[config.mk]
export PLATFORM = sky130hd
export DESIGN_NAME = local_flit_injector
export DESIGN_NICKNAME = d
export VERILOG_FILES = /design/src/rtl/local_flit_injector.sv
export SDC_FILE = /design/constraint.sdc
export NUM_CORES = 1
export LEC_CHECK = 0
export CAP_MARGIN = 20
export CORE_ASPECT_RATIO = 1.2
export CORE_MARGIN = 1
export CORE_UTILIZATION = 23
export DETAILED_ROUTE_END_ITERATION = 8
export PLACE_DENSITY = 0.4
export SYNTH_ARGS = -nofsm -noshare
export SYNTH_HDL_FRONTEND = slang
export SYNTH_SLANG_ARGS = --single-unit
[constraint.sdc]
create_clock -name clk -period 3.1 [get_ports clk]
set_clock_uncertainty 0.15 [all_clocks]
set_input_delay 0.62 -clock clk [delete_from_list [all_inputs] [get_ports clk]]
set_output_delay 0.62 -clock clk [all_outputs]
set_load 0.02 [all_outputs]
[src/rtl/local_flit_injector.sv]
// local_flit_injector: turns (dest, len) descriptors plus payload words into head/body/tail flits
// on one round-robin allocated VC per packet, gated by the router's per-VC on/off flow control.
module local_flit_injector #(
    parameter int VC_NUM       = 2,
    parameter int PAYLOAD_W    = 29,
    parameter int DEST_W       = 4,
    parameter int MAX_PKT_LEN  = 8,
    parameter int DESC_DEPTH   = 4,
    localparam int VC_W        = $clog2(VC_NUM),
    localparam int FLIT_W      = 2 + VC_W + PAYLOAD_W,
    localparam int LEN_W       = $clog2(MAX_PKT_LEN + 1)
) (
    input  logic                 clk,
    input  logic                 rst,
    input  logic                 pkt_valid_i,
    output logic                 pkt_ready_o,
    input  logic [DEST_W-1:0]    pkt_dest_x_i,
    input  logic [DEST_W-1:0]    pkt_dest_y_i,
    input  logic [LEN_W-1:0]     pkt_len_i,
    input  logic                 pld_valid_i,
    output logic                 pld_ready_o,
    input  logic [PAYLOAD_W-1:0] pld_data_i,
    output logic [FLIT_W-1:0]    data_o,
    output logic                 valid_flit_o,
    input  logic [VC_NUM-1:0]    on_off_i,
    input  logic [VC_NUM-1:0]    vc_allocatable_i,
    output logic                 busy_o,
    output logic                 pkt_sent_o,
    output logic                 err_len_o
);
    localparam int PTR_W = $clog2(DESC_DEPTH);

    typedef enum logic [1:0] {S_IDLE, S_VA, S_HEAD, S_BODY} state_t;

    state_t               r_state, w_next;
    logic [DEST_W-1:0]    r_fx [DESC_DEPTH];
    logic [DEST_W-1:0]    r_fy [DESC_DEPTH];
    logic [LEN_W-1:0]     r_fl [DESC_DEPTH];
    logic [PTR_W-1:0]     r_wp, r_rp;
    logic [PTR_W:0]       r_cnt;
    logic [DEST_W-1:0]    r_dx, r_dy;
    logic [LEN_W-1:0]     r_len, r_rem;
    logic [VC_W-1:0]      r_vc, r_rr, w_gnt, w_idx, w_rr_next;
    logic [FLIT_W-1:0]    r_data;
    logic                 r_valid, r_sent, r_err;
    logic                 w_any, w_bad, w_push, w_pop, w_empty, w_grant;
    logic                 w_send_head, w_send_body, w_on, w_last;
    logic [PAYLOAD_W-1:0] w_head_pld;

    assign w_empty      = r_cnt == '0;
    assign pkt_ready_o  = r_cnt != (PTR_W+1)'(DESC_DEPTH);
    assign w_bad        = pkt_len_i == '0 || pkt_len_i > LEN_W'(MAX_PKT_LEN);
    assign w_push       = pkt_valid_i && pkt_ready_o && !w_bad;
    assign w_on         = on_off_i[r_vc];
    assign w_last       = r_rem == LEN_W'(1);
    assign w_head_pld   = {r_dx, r_dy, {(PAYLOAD_W - 2*DEST_W){1'b0}}};
    assign w_rr_next    = VC_W'((int'(w_gnt) + 1) % VC_NUM);
    assign busy_o       = r_state != S_IDLE || !w_empty;
    assign data_o       = r_data;
    assign valid_flit_o = r_valid;
    assign pkt_sent_o   = r_sent;
    assign err_len_o    = r_err;

    always_ff @(posedge clk) begin
        if (w_push) begin
            r_fx[r_wp] <= pkt_dest_x_i;
            r_fy[r_wp] <= pkt_dest_y_i;
            r_fl[r_wp] <= pkt_len_i;
        end
    end

    always_ff @(posedge clk or posedge rst) begin
        if (rst) begin
            r_wp  <= '0;
            r_rp  <= '0;
            r_cnt <= '0;
        end else begin
            if (w_push) r_wp <= r_wp + 1'b1;
            if (w_pop) r_rp <= r_rp + 1'b1;
            r_cnt <= r_cnt + (PTR_W+1)'(w_push) - (PTR_W+1)'(w_pop);
        end
    end

    // Scan downwards so the lowest offset from the RR pointer wins
    always_comb begin
        w_any = 1'b0;
        w_gnt = '0;
        w_idx = '0;
        for (int i = VC_NUM - 1; i >= 0; i--) begin
            w_idx = VC_W'((int'(r_rr) + i) % VC_NUM);
            if (vc_allocatable_i[w_idx]) begin
                w_any = 1'b1;
                w_gnt = w_idx;
            end
        end
    end

    always_ff @(posedge clk or posedge rst) begin
        if (rst) r_state <= S_IDLE;
        else r_state <= w_next;
    end

    always_comb begin
        w_next = r_state;
        case (r_state)
            S_IDLE:  w_next = w_empty ? S_IDLE : S_VA;
            S_VA:    w_next = w_any ? S_HEAD : S_VA;
            S_HEAD:  w_next = !w_on ? S_HEAD : (r_len == LEN_W'(1)) ? S_IDLE : S_BODY;
            S_BODY:  w_next = (w_send_body && w_last) ? S_IDLE : S_BODY;
            default: w_next = S_IDLE;
        endcase
    end

    always_comb begin
        w_pop       = r_state == S_IDLE && !w_empty;
        w_grant     = r_state == S_VA && w_any;
        w_send_head = r_state == S_HEAD && w_on;
        pld_ready_o = r_state == S_BODY && w_on;
        w_send_body = pld_ready_o && pld_valid_i;
    end

    always_ff @(posedge clk or posedge rst) begin
        if (rst) begin
            r_data  <= '0;
            r_valid <= 1'b0;
            r_sent  <= 1'b0;
            r_err   <= 1'b0;
            r_dx    <= '0;
            r_dy    <= '0;
            r_len   <= '0;
            r_rem   <= '0;
            r_vc    <= '0;
            r_rr    <= '0;
        end else begin
            r_valid <= w_send_head || w_send_body;
            r_sent  <= (w_send_head && r_len == LEN_W'(1)) || (w_send_body && w_last);
            r_err   <= pkt_valid_i && pkt_ready_o && w_bad;
            if (w_pop) begin
                r_dx  <= r_fx[r_rp];
                r_dy  <= r_fy[r_rp];
                r_len <= r_fl[r_rp];
            end
            if (w_grant) begin
                r_vc <= w_gnt;
                r_rr <= w_rr_next;
            end
            if (w_send_head) begin
                r_data <= {(r_len == LEN_W'(1)) ? 2'b11 : 2'b00, r_vc, w_head_pld};
                r_rem  <= r_len - LEN_W'(1);
            end else if (w_send_body) begin
                r_data <= {w_last ? 2'b10 : 2'b01, r_vc, pld_data_i};
                r_rem  <= r_rem - LEN_W'(1);
            end
        end
    end
endmodule

==> metrics.cfg, run 1 <==
[worst_setup_path]
slowest_stage = or4_4
cp-start-kind = primary input
cp_top_family = simple AND/OR/NAND/NOR gates
cp-end-kind = flip-flop
crit_type = primary input to flip-flop
critPathMostFrequentCell = inv_1
max_stage_delay_ps = 540
critPathRequiredTime_ps = 3230
cp_max_fo = 2
path_cells = clkdlybuf4s50_1, or4_4, and4_1, inv_1, ha_1, inv_1, ha_1, inv_1, fa_1, xnor2_1, xnor2_1
path_buf_inv = 4
arrival_ps = 3000

[sta]
min_period_ps = 2880
relSlewSlack_pct = 55.6
post-route-period-util_pct = 92.8
setup_viol = 0
finalHoldViolCount = 0
slew_violations = 0
rsz0062_at_grt = no
worst_slack_ps = 225
clock.fmax_mhz = 348
tightest_slew_ps = 647
setup_tns_ps = 0

[finish]
synthToLayoutAreaGrowth_pct = 33.3
multi_input_area_um2 = 1420
fin_nets = 456
antennaDiodeCount = 0
layout.cells.non_filler = 662
finalInstanceArea_um2 = 6060
drive_gt1_share_pct = 16.5
fillers = 1975
seqCellArea_um2 = 2990

[yosys]
synth_area_um2 = 4550
synth-edff-count = 48
netlist-cell-type-count = 46
synthTopCellsByArea = dfrtp_1 34%, edfxtp_1 32%, mux4_2 5.9%
syn_nets = 361
syn-instance-count = 301
ys_seq_area_share_pct = 65.8
async_flop_share_pct = 56.4
yosysTopAreaCell = dfrtp_1
synth_top_flop_cell = dfrtp_1
synthTopCellsByCount = 62 x dfrtp_1, 48 x edfxtp_1, 21 x a22o_1
ys_ff_latch = 110
yosysTopAreaCellShare_pct = 34.1
synth.most_common_cell = dfrtp_1
yosysWarnings = 0
syn_area_per_cell_um2 = 15.1

[floorplanning]
dieWidth_um = 130
dieArea_um2 = 20400
ios = 87
core_area_um2 = 19500
row_count = 56
initial_utilization_pct = 23.4
die_h_um = 156

[place]
placed_cells_incl_taps = 646
place_congestion = 0.704
io_buffers = 86
post-dp-hpwl_mm = 7.29
place_ws_ps = -161
placed_cell_area_um2 = 5780

[outcome]
status = complete, no violations

[grt]
grt_pass1_wl_mm = 16.5
grt_overflow = 0
grt_antenna_before_repair = 0
grt.total_usage_pct = 10.9
grt_pass1_vias = 2976
grt_max_degree = 63
gr-usage-met3_pct = 2.23
globalRouteMet1Util_pct = 13.7
grt_util_met2_pct = 18.2
busiest_layer = met2

[drt]
drt_iter0_markers = 120
wl_mm = 10.6
drc = 0
routedWlPerCell_um = 16.0
via_per_inst = 4.27
ant_nets = 0
dr.pass1.iters = 4
dr_total_vias = 2825

[run]
max_cap_viol_count = 0

[cts]
cts_max_path_buffers = 2
path_clk_slew_ps = 80
cts_max_level = 3
clkSinkCount = 110
numCtsBuffers = 9
tritoncts = done
hold_buffers = 0
cts_setup_buffers = 0
root_buffer = clkbuf_16
worstSkewPairLatency_ps = 350
cts_resized = 0

[min_path]
hold_path_class = flip-flop to flip-flop

[power]
ir_drop_v = 0.000341
total_power_w = 0.00549
p_leak_nw = 2.33
powerDensity_nw_per_um2 = 904

cells in the final DEF, fill, tap and decap left out, types with 3 or more instances in the layout:
cell type,n
mux2_2,14
a22o_1,21
dfrtp_1,62
mux4_2,12
or3_1,3
nor2_1,5
nand2b_1,4
clkbuf_16,9
edfxtp_1,48
nand3_1,5
inv_1,14
and3_1,3
o31ai_1,4
a21oi_1,15
o2bb2ai_1,8
xnor2_1,5
and2_2,4
nand2_1,7
buf_4,13
nor2b_1,9
ha_1,10
o21ai_0,4
clkdlybuf4s50_1,86
routing by layer:
| layer | vias to the layer above | wire [µm] |
|---|---|---|
| li1 | 1315 | - |
| met1 | 1431 | 4840 |
| met2 | 63 | 5110 |
| met3 | 16 | 470 |
| met4 | 0 | 165 |
| met5 | - | 0 |
layout make-up:
class | instances | area share (%)
clock inverter | 7 | 1.03
tap | 261 | 5.38
sequential | 110 | 49.4
inverter | 15 | 0.928
timing repair buffer | 100 | 16.1
clock buffer | 9 | 3.71
multi-input combinational | 160 | 23.5
logic make-up (layout without fill, tap and decap cells):
| family | Yosys count | after routing | share of synthesized area (%) |
|---|---|---|---|
| xor gates and xnor gates | 6 | 6 | 1.15 |
| buffers and inverters | 31 | 131 | 2.97 |
| AOI/OAI and AO/OA | 62 | 62 | 10.0 |
| DFF | 110 | 110 | 65.8 |
| adders and majority gates | 11 | 11 | 3.19 |
| and+or+nand+nor | 53 | 53 | 6.96 |
| muxes | 28 | 28 | 9.95 |
report_power, final:
part           total [W]  leakage [nW]  switching [W]  internal, W
Clock            0.00115         0.144       0.000585     0.000565
Sequential       0.00225          1.20       0.000282      0.00197
Combinational    0.00208         0.990        0.00101      0.00107
state kept, by name, summed over array words and instances (netlist names):
| signal | count |
|---|---|
| r_rp | 2 |
| r_wp | 2 |
| r_state | 2 |
| data_o | 32 |
| r_fl | 16 |
| r_rr | 1 |
| pkt_sent_o | 1 |
| r_fy | 16 |
| r_rem | 4 |
| r_len | 4 |
| r_cnt | 3 |
| r_vc | 1 |
| r_fx | 16 |
| r_dy | 4 |
| err_len_o | 1 |
| valid_flit_o | 1 |
| r_dx | 4 |
metrics by stage:
stage | hold WS (ps) | util (%)
global route | 367 | 31.1
floorplan | 308 | -
finish | 338 | 31.1
detailed placement | 326 | 29.7
global placement | 321 | 29.7
CTS | 348 | 31.1
worst paths after layout:
path	from	endpoint	slack, ps	cells after the start
min	data_o[26]	data_o[26]	340	1
max	pkt_len_i[1]	r_cnt[2]	220	11
min in group asynchronous	rst	data_o[3]	520	3
min reg2reg	data_o[26]	data_o[26]	340	1
max in group asynchronous	rst	data_o[28]	1980	3
max reg2reg	r_cnt[1]	r_cnt[2]	500	10
Note: power is estimated with default switching activity, not from simulation.
==> inputs of run 2 (changes only) <==
--- a/config.mk
+++ b/config.mk
@@ -6,7 +6,7 @@
 export NUM_CORES = 1
 export LEC_CHECK = 0
 export CAP_MARGIN = 20
-export CORE_ASPECT_RATIO = 1.2
+export CORE_ASPECT_RATIO = 1.4
 export CORE_MARGIN = 1
 export CORE_UTILIZATION = 23
 export DETAILED_ROUTE_END_ITERATION = 8
==> run 2 against run 1 <==
Final area hardly changed. Power increased by 0.65%. Cell count is 1.8% lower.
==> metrics.cfg, run 2 (synthesis results as in run 1) <==
[outcome]
status = complete, no violations  ; unchanged

[drt]
routedWlPerCell_um = 16.6  ; was 16.0 µm
via_per_inst = 4.36  ; was 4.27
dr_total_vias = 2833  ; was 2,825
dr.pass1.iters = 4  ; unchanged
drc = 0  ; unchanged
wl_mm = 10.8  ; was 10.6 mm
ant_nets = 0  ; unchanged
drt_iter0_markers = 84  ; was 120

[finish]
layout.cells.non_filler = 650  ; was 662
synthToLayoutAreaGrowth_pct = 33.4  ; was 33.3%
layout_commonest_cell = clkdlybuf4s50_1  ; unchanged
layout_common_cells = 86 x clkdlybuf4s50_1, 62 x dfrtp_1, 48 x edfxtp_1  ; unchanged
fillers = 1924  ; was 1,975
seqCellArea_um2 = 2990  ; unchanged
multi_input_area_um2 = 1420  ; unchanged
largest_reg_flops = 32  ; unchanged
drive_gt1_share_pct = 16.2  ; was 16.5%
antennaDiodeCount = 0  ; unchanged
finalInstanceArea_um2 = 6070  ; was 6060 µm²
fin_nets = 457  ; was 456

[min_path]
min-delay-start = r_rr  ; was data_o[26]
worstHoldPathCells = 1  ; unchanged
hold_path_class = flip-flop to flip-flop  ; unchanged
min_to = r_rr  ; was data_o[26]

[worst_setup_path]
cp_max_fo = 2  ; unchanged
r2r_start = r_cnt[1]  ; unchanged
arrival_ps = 2970  ; was 3000 ps
cp-start-kind = primary input  ; unchanged
worstRegToRegCells = 10  ; unchanged
crit_type = primary input to flip-flop  ; unchanged
cp-end-kind = flip-flop  ; unchanged
critPathRequiredTime_ps = 3190  ; was 3230 ps
r2r_end = r_cnt[2]  ; unchanged
regToRegSetupSlack_ps = 500  ; about the same

[grt]
globalRouteMet1Util_pct = 13.3  ; was 13.7%
grt_util_met2_pct = 19.8  ; was 18.2%
gr-usage-met3_pct = 2.51  ; was 2.23%
grt_overflow = 0  ; unchanged
grt_pass1_wl_mm = 17.2  ; was 16.5 mm
grt_pass1_vias = 3107  ; was 2,976
grt_max_degree = 63  ; unchanged
grt_antenna_before_repair = 0  ; unchanged
grt.total_usage_pct = 11.3  ; was 10.9%
busiest_layer = met2  ; unchanged

[cts]
tritoncts = done  ; unchanged
cts_max_level = 3  ; unchanged
cts_max_path_buffers = 2  ; unchanged
cts_resized = 0  ; unchanged
path_clk_slew_ps = 70  ; was 80 ps
clkSinkCount = 110  ; unchanged
root_buffer = clkbuf_16  ; unchanged
hold_buffers = 0  ; unchanged
numCtsBuffers = 9  ; unchanged
cts_setup_buffers = 0  ; unchanged
worstSkewPairLatency_ps = 350  ; about the same

[sta]
post-route-period-util_pct = 93.0  ; was 92.8%
finalHoldViolCount = 0  ; unchanged
setup_viol = 0  ; unchanged
rsz0062_at_grt = no  ; unchanged
relSlewSlack_pct = 55.7  ; was 55.6%
slew_violations = 0  ; unchanged
tightest_slew_ps = 665  ; was 647 ps
min_period_ps = 2880  ; about the same
clock.fmax_mhz = 347  ; was 348 MHz

[floorplanning]
initial_utilization_pct = 23.6  ; was 23.4%
dieWidth_um = 121  ; was 130 µm
row_count = 60  ; was 56
dieArea_um2 = 20400  ; about the same
ios = 87  ; unchanged
die_h_um = 168  ; was 156 µm
core_area_um2 = 19300  ; was 19,500 µm²

[power]
switching_share_pct = 33.1  ; was 34.3%
p_sw_w = 0.00183  ; was 0.00188 W
p_comb_share_pct = 37.4  ; was 37.9%
total_power_w = 0.00552  ; was 0.00549 W
seqPwrFrac_pct = 41.1  ; about the same
powerDensity_nw_per_um2 = 910  ; was 904 nW/µm²
p_leak_nw = 2.33  ; about the same
clkPwrFrac_pct = 21.4  ; was 21.0%
ir_drop_v = 0.000313  ; was 0.000341 V
intPower_w = 0.00369  ; was 0.00361 W

[place]
place_congestion = 0.700  ; was 0.704
placed_cells_incl_taps = 634  ; was 646
placed_cell_area_um2 = 5770  ; was 5780 µm²
io_buffers = 86  ; unchanged
post-dp-hpwl_mm = 7.59  ; was 7.29 mm

[run]
max_cap_viol_count = 0  ; unchanged

-- run 2: changes by cell type in the layout (fill, tap and decap cells not counted), sizes merged --
cell	change
bufinv	+1
buf	+1
clkinvlp	+2
clkinv	-2
clkbuf	+2
inv	-3
-- run 2: how the worst max path moves through the flow --
stage               cells after the start  slack (ps)    startpoint     endpoint
finish                                 11         220  pkt_len_i[1]     r_cnt[2]
global route                           12          60  pkt_len_i[1]     r_cnt[2]
CTS                                     4         210   on_off_i[0]  pld_ready_o
detailed placement                     11        -160  pkt_len_i[1]     r_cnt[2]
global placement                       11        -120  pkt_len_i[1]     r_cnt[2]
floorplan                              11         260  pkt_len_i[1]     r_cnt[2]
-- run 2: metrics by stage --
| stage | hold WS [ps] | setup TNS (ps) | worst slack (ps) | util, % |
|---|---|---|---|---|
| floorplan | 308 | 0 | 263 | - |
| global placement | 323 | -123 | -123 | 29.9 |
| detailed placement | 331 | -179 | -162 | 29.9 |
| CTS | 342 | 0 | 212 | 31.5 |
| global route | 365 | 0 | 61.5 | 31.5 |
| finish | 338 | 0 | 217 | 31.5 |
-- run 2: area by class of cell --
type | count | share of cell area [%]
Timing Repair Buffer | 101 | 16.2
Clock buffer | 11 | 4.00
Sequential cell | 110 | 49.3
Clock inverter | 5 | 0.948
Inverter | 15 | 0.928
Tap cell | 248 | 5.11
Multi-Input combinational cell | 160 | 23.4
-- run 2: critical path, stage by stage --
cell and delay [ps]:
clkdlybuf4s50_1 430, or4_4 540, and4_1 230, inv_1 60
ha_1 220, inv_1 60, ha_1 120, inv_1 40
fa_1 380, xnor2_1 150, xnor2_1 120
-- run 2: power groups by stage --
stage               sequential [W]  clock (W)  combinational, W
floorplan                  0.00245          0           0.00109
global placement           0.00230          0           0.00211
detailed placement         0.00231          0           0.00212
CTS                        0.00228    0.00123           0.00212
global route               0.00234    0.00127           0.00227
finish                     0.00227    0.00118           0.00207
-- run 2: per-layer routing --
metal / up-vias / wire length [µm] / part of all wire [%]
li1: 1318 / - / -
met1: 1434 / 4570 / 42
met2: 70 / 5620 / 52
met3: 11 / 462 / 4.3
met4: 0 / 144 / 1.3
met5: - / 0 / 0
==> inputs of run 3 (changes only) <==
--- a/config.mk
+++ b/config.mk
@@ -8,9 +8,10 @@
 export CAP_MARGIN = 20
 export CORE_ASPECT_RATIO = 1.4
 export CORE_MARGIN = 1
-export CORE_UTILIZATION = 23
+export CORE_UTILIZATION = 30
 export DETAILED_ROUTE_END_ITERATION = 8
-export PLACE_DENSITY = 0.4
+export HOLD_SLACK_MARGIN = 0.08
+export PLACE_DENSITY = 0.49
 export SYNTH_ARGS = -nofsm -noshare
 export SYNTH_HDL_FRONTEND = slang
 export SYNTH_SLANG_ARGS = --single-unit
==> run 3 against run 2 <==
Sequential share of layout area increased by 0.62 points. Clock power increased by 3%. Cell count decreased by 9.4%. Die area decreased by 23%. Clock-buffer cell count decreased by 1. Highest routed layer unchanged.
==> metrics.cfg, run 3 (synthesis results as in run 1) <==
[floorplanning]
dieWidth_um = 106  ; was 121 µm
ios = 87  ; unchanged
core_area_um2 = 14600  ; was 19,300 µm²
dieArea_um2 = 15700  ; was 20,400 µm²
initial_utilization_pct = 31.1  ; was 23.6%
row_count = 52  ; was 60
die_h_um = 148  ; was 168 µm

[drt]
dr.pass1.iters = 4  ; unchanged
routedWlPerCell_um = 16.0  ; was 16.6 µm
via_per_inst = 4.69  ; was 4.36
drt_iter0_markers = 102  ; was 84
drc = 0  ; unchanged
ant_nets = 0  ; unchanged
dr_total_vias = 2765  ; was 2,833
wl_mm = 9.42  ; was 10.8 mm

[worst_setup_path]
endpoint = r_cnt[2]  ; unchanged
critPathRequiredTime_ps = 3230  ; was 3190 ps
cp-end-kind = flip-flop  ; unchanged
arrival_ps = 2990  ; was 2970 ps
critPathMostFrequentCell = inv_1  ; unchanged
crit_type = primary input to flip-flop  ; unchanged
startpoint = pkt_len_i[1]  ; unchanged
r2r_start = r_cnt[1]  ; unchanged
cp-start-kind = primary input  ; unchanged
worstRegToRegCells = 10  ; unchanged
slowest_stage = clkdlybuf4s50_1  ; was or4_4
cp_max_fo = 5  ; was 2
r2r_end = r_cnt[2]  ; unchanged
max_stage_delay_ps = 420  ; was 540 ps
path_cells = clkdlybuf4s50_1, buf_4, o31ai_1, and4_1, inv_1, ha_1, inv_1, ha_1, inv_1, fa_1, xnor2_1, xnor2_1  ; was clkdlybuf4s50_1, or4_4, and4_1, inv_1, ha_1, inv_1, ha_1, inv_1, fa_1, xnor2_1, xnor2_1
regToRegSetupSlack_ps = 530  ; was 500 ps

[grt]
grt.total_usage_pct = 13.0  ; was 11.3%
grt_overflow = 0  ; unchanged
grt_antenna_before_repair = 0  ; unchanged
grt_max_degree = 43  ; was 63
grt_pass1_wl_mm = 15.4  ; was 17.2 mm
grt_pass1_vias = 2949  ; was 3,107

[finish]
drive_gt1_share_pct = 15.5  ; was 16.2%
antennaDiodeCount = 0  ; unchanged
largest_reg_flops = 32  ; unchanged
layout_common_cells = 86 x clkdlybuf4s50_1, 62 x dfrtp_1, 48 x edfxtp_1  ; unchanged
layout_commonest_cell = clkdlybuf4s50_1  ; unchanged
fin_nets = 455  ; was 457
synthToLayoutAreaGrowth_pct = 31.7  ; was 33.4%
layout.cells.non_filler = 589  ; was 650
fillers = 1394  ; was 1,924

[place]
post-dp-hpwl_mm = 6.72  ; was 7.59 mm
place_congestion = 0.714  ; was 0.700
placed_cells_incl_taps = 573  ; was 634
io_buffers = 86  ; unchanged

[cts]
worstSkewPairLatency_ps = 350  ; about the same
tritoncts = done  ; unchanged
path_clk_slew_ps = 70  ; about the same
cts_setup_buffers = 0  ; unchanged
cts_max_path_buffers = 2  ; unchanged
hold_buffers = 0  ; unchanged
cts_max_level = 3  ; unchanged
cts_resized = 0  ; unchanged
numCtsBuffers = 9  ; unchanged
clkSinkCount = 110  ; unchanged
root_buffer = clkbuf_16  ; unchanged

[min_path]
hold_path_class = flip-flop to flip-flop  ; unchanged

[sta]
finalHoldViolCount = 0  ; unchanged
relSlewSlack_pct = 58.7  ; was 55.7%
setup_viol = 0  ; unchanged
min_period_ps = 2870  ; was 2880 ps
tightest_slew_ps = 602  ; was 665 ps
slew_violations = 0  ; unchanged
rsz0062_at_grt = no  ; unchanged
post-route-period-util_pct = 92.5  ; was 93.0%
clock.fmax_mhz = 349  ; was 347 MHz
whs_ps = 338  ; about the same

[power]
p_leak_nw = 2.34  ; was 2.33 nW
ir_drop_v = 0.000325  ; was 0.000313 V
powerDensity_nw_per_um2 = 918  ; was 910 nW/µm²

[run]
max_cap_viol_count = 0  ; unchanged

[outcome]
status = complete, no violations  ; unchanged

## run 3: worst max-delay path, delay by kind of cell
kind                     cells  cell delay, ps
buffers and inverters        5             730
AND/OR/NAND/NOR              1             260
XOR/XNOR                     2             310
adder cells (fa/ha/maj)      3             770
AO/OA/AOI/OAI                1             300
## run 3: per-stage QoR
stage / cell area (µm²) / TNS, ps / worst slack [ps] / utilization (%) / power (W)
2_1_floorplan: 4550 / 0 / 263 / - / 0.00353
3_3_place_gp: 5680 / -118 / -118 / 38.8 / 0.00433
3_5_place_dp: 5680 / -144 / -144 / 38.8 / 0.00436
4_1_cts: 5990 / 0 / 224 / 40.9 / 0.00560
5_1_grt: 5990 / 0 / 74.6 / 40.9 / 0.00585
6_report: 5990 / 0 / 234 / 40.9 / 0.00550
## run 3: cell type report
type	count	area, µm²	share of cell area, %
Tap cell	189	236	3.95
Clock inverter	6	85.1	1.42
Timing Repair Buffer	99	971	16.2
Inverter	15	56.3	0.939
Clock buffer	10	229	3.82
Sequential cell	110	2990	49.9
Multi-Input combinational cell	160	1420	23.7
## run 3: worst min-delay path by stage
stage / slack [ps] / to / startpoint / cells past startpoint
after floorplan: 310 / r_rr / r_rr / 1
after global placement: 320 / data_o[27] / data_o[27] / 1
after detailed placement: 320 / data_o[21] / data_o[21] / 1
after CTS: 340 / r_rr / r_rr / 1
after global routing: 360 / data_o[21] / data_o[21] / 1
final: 340 / r_rr / r_rr / 1
## run 3: layer usage
layer  routed length (µm)  GRT usage, %  share of wire [%]
met3                  394          2.60                4.2
met5                    0             0                  0
met4                  196          6.25                2.1
met1                 4110          15.8                 44
met2                 4720          21.9                 50
## run 3: power by group
group          leakage, nW  total, W  internal, W  switching, W
sequential            1.20   0.00225      0.00197      0.000282
combinational        0.986   0.00202      0.00106      0.000964
clock                0.152   0.00122     0.000708      0.000517
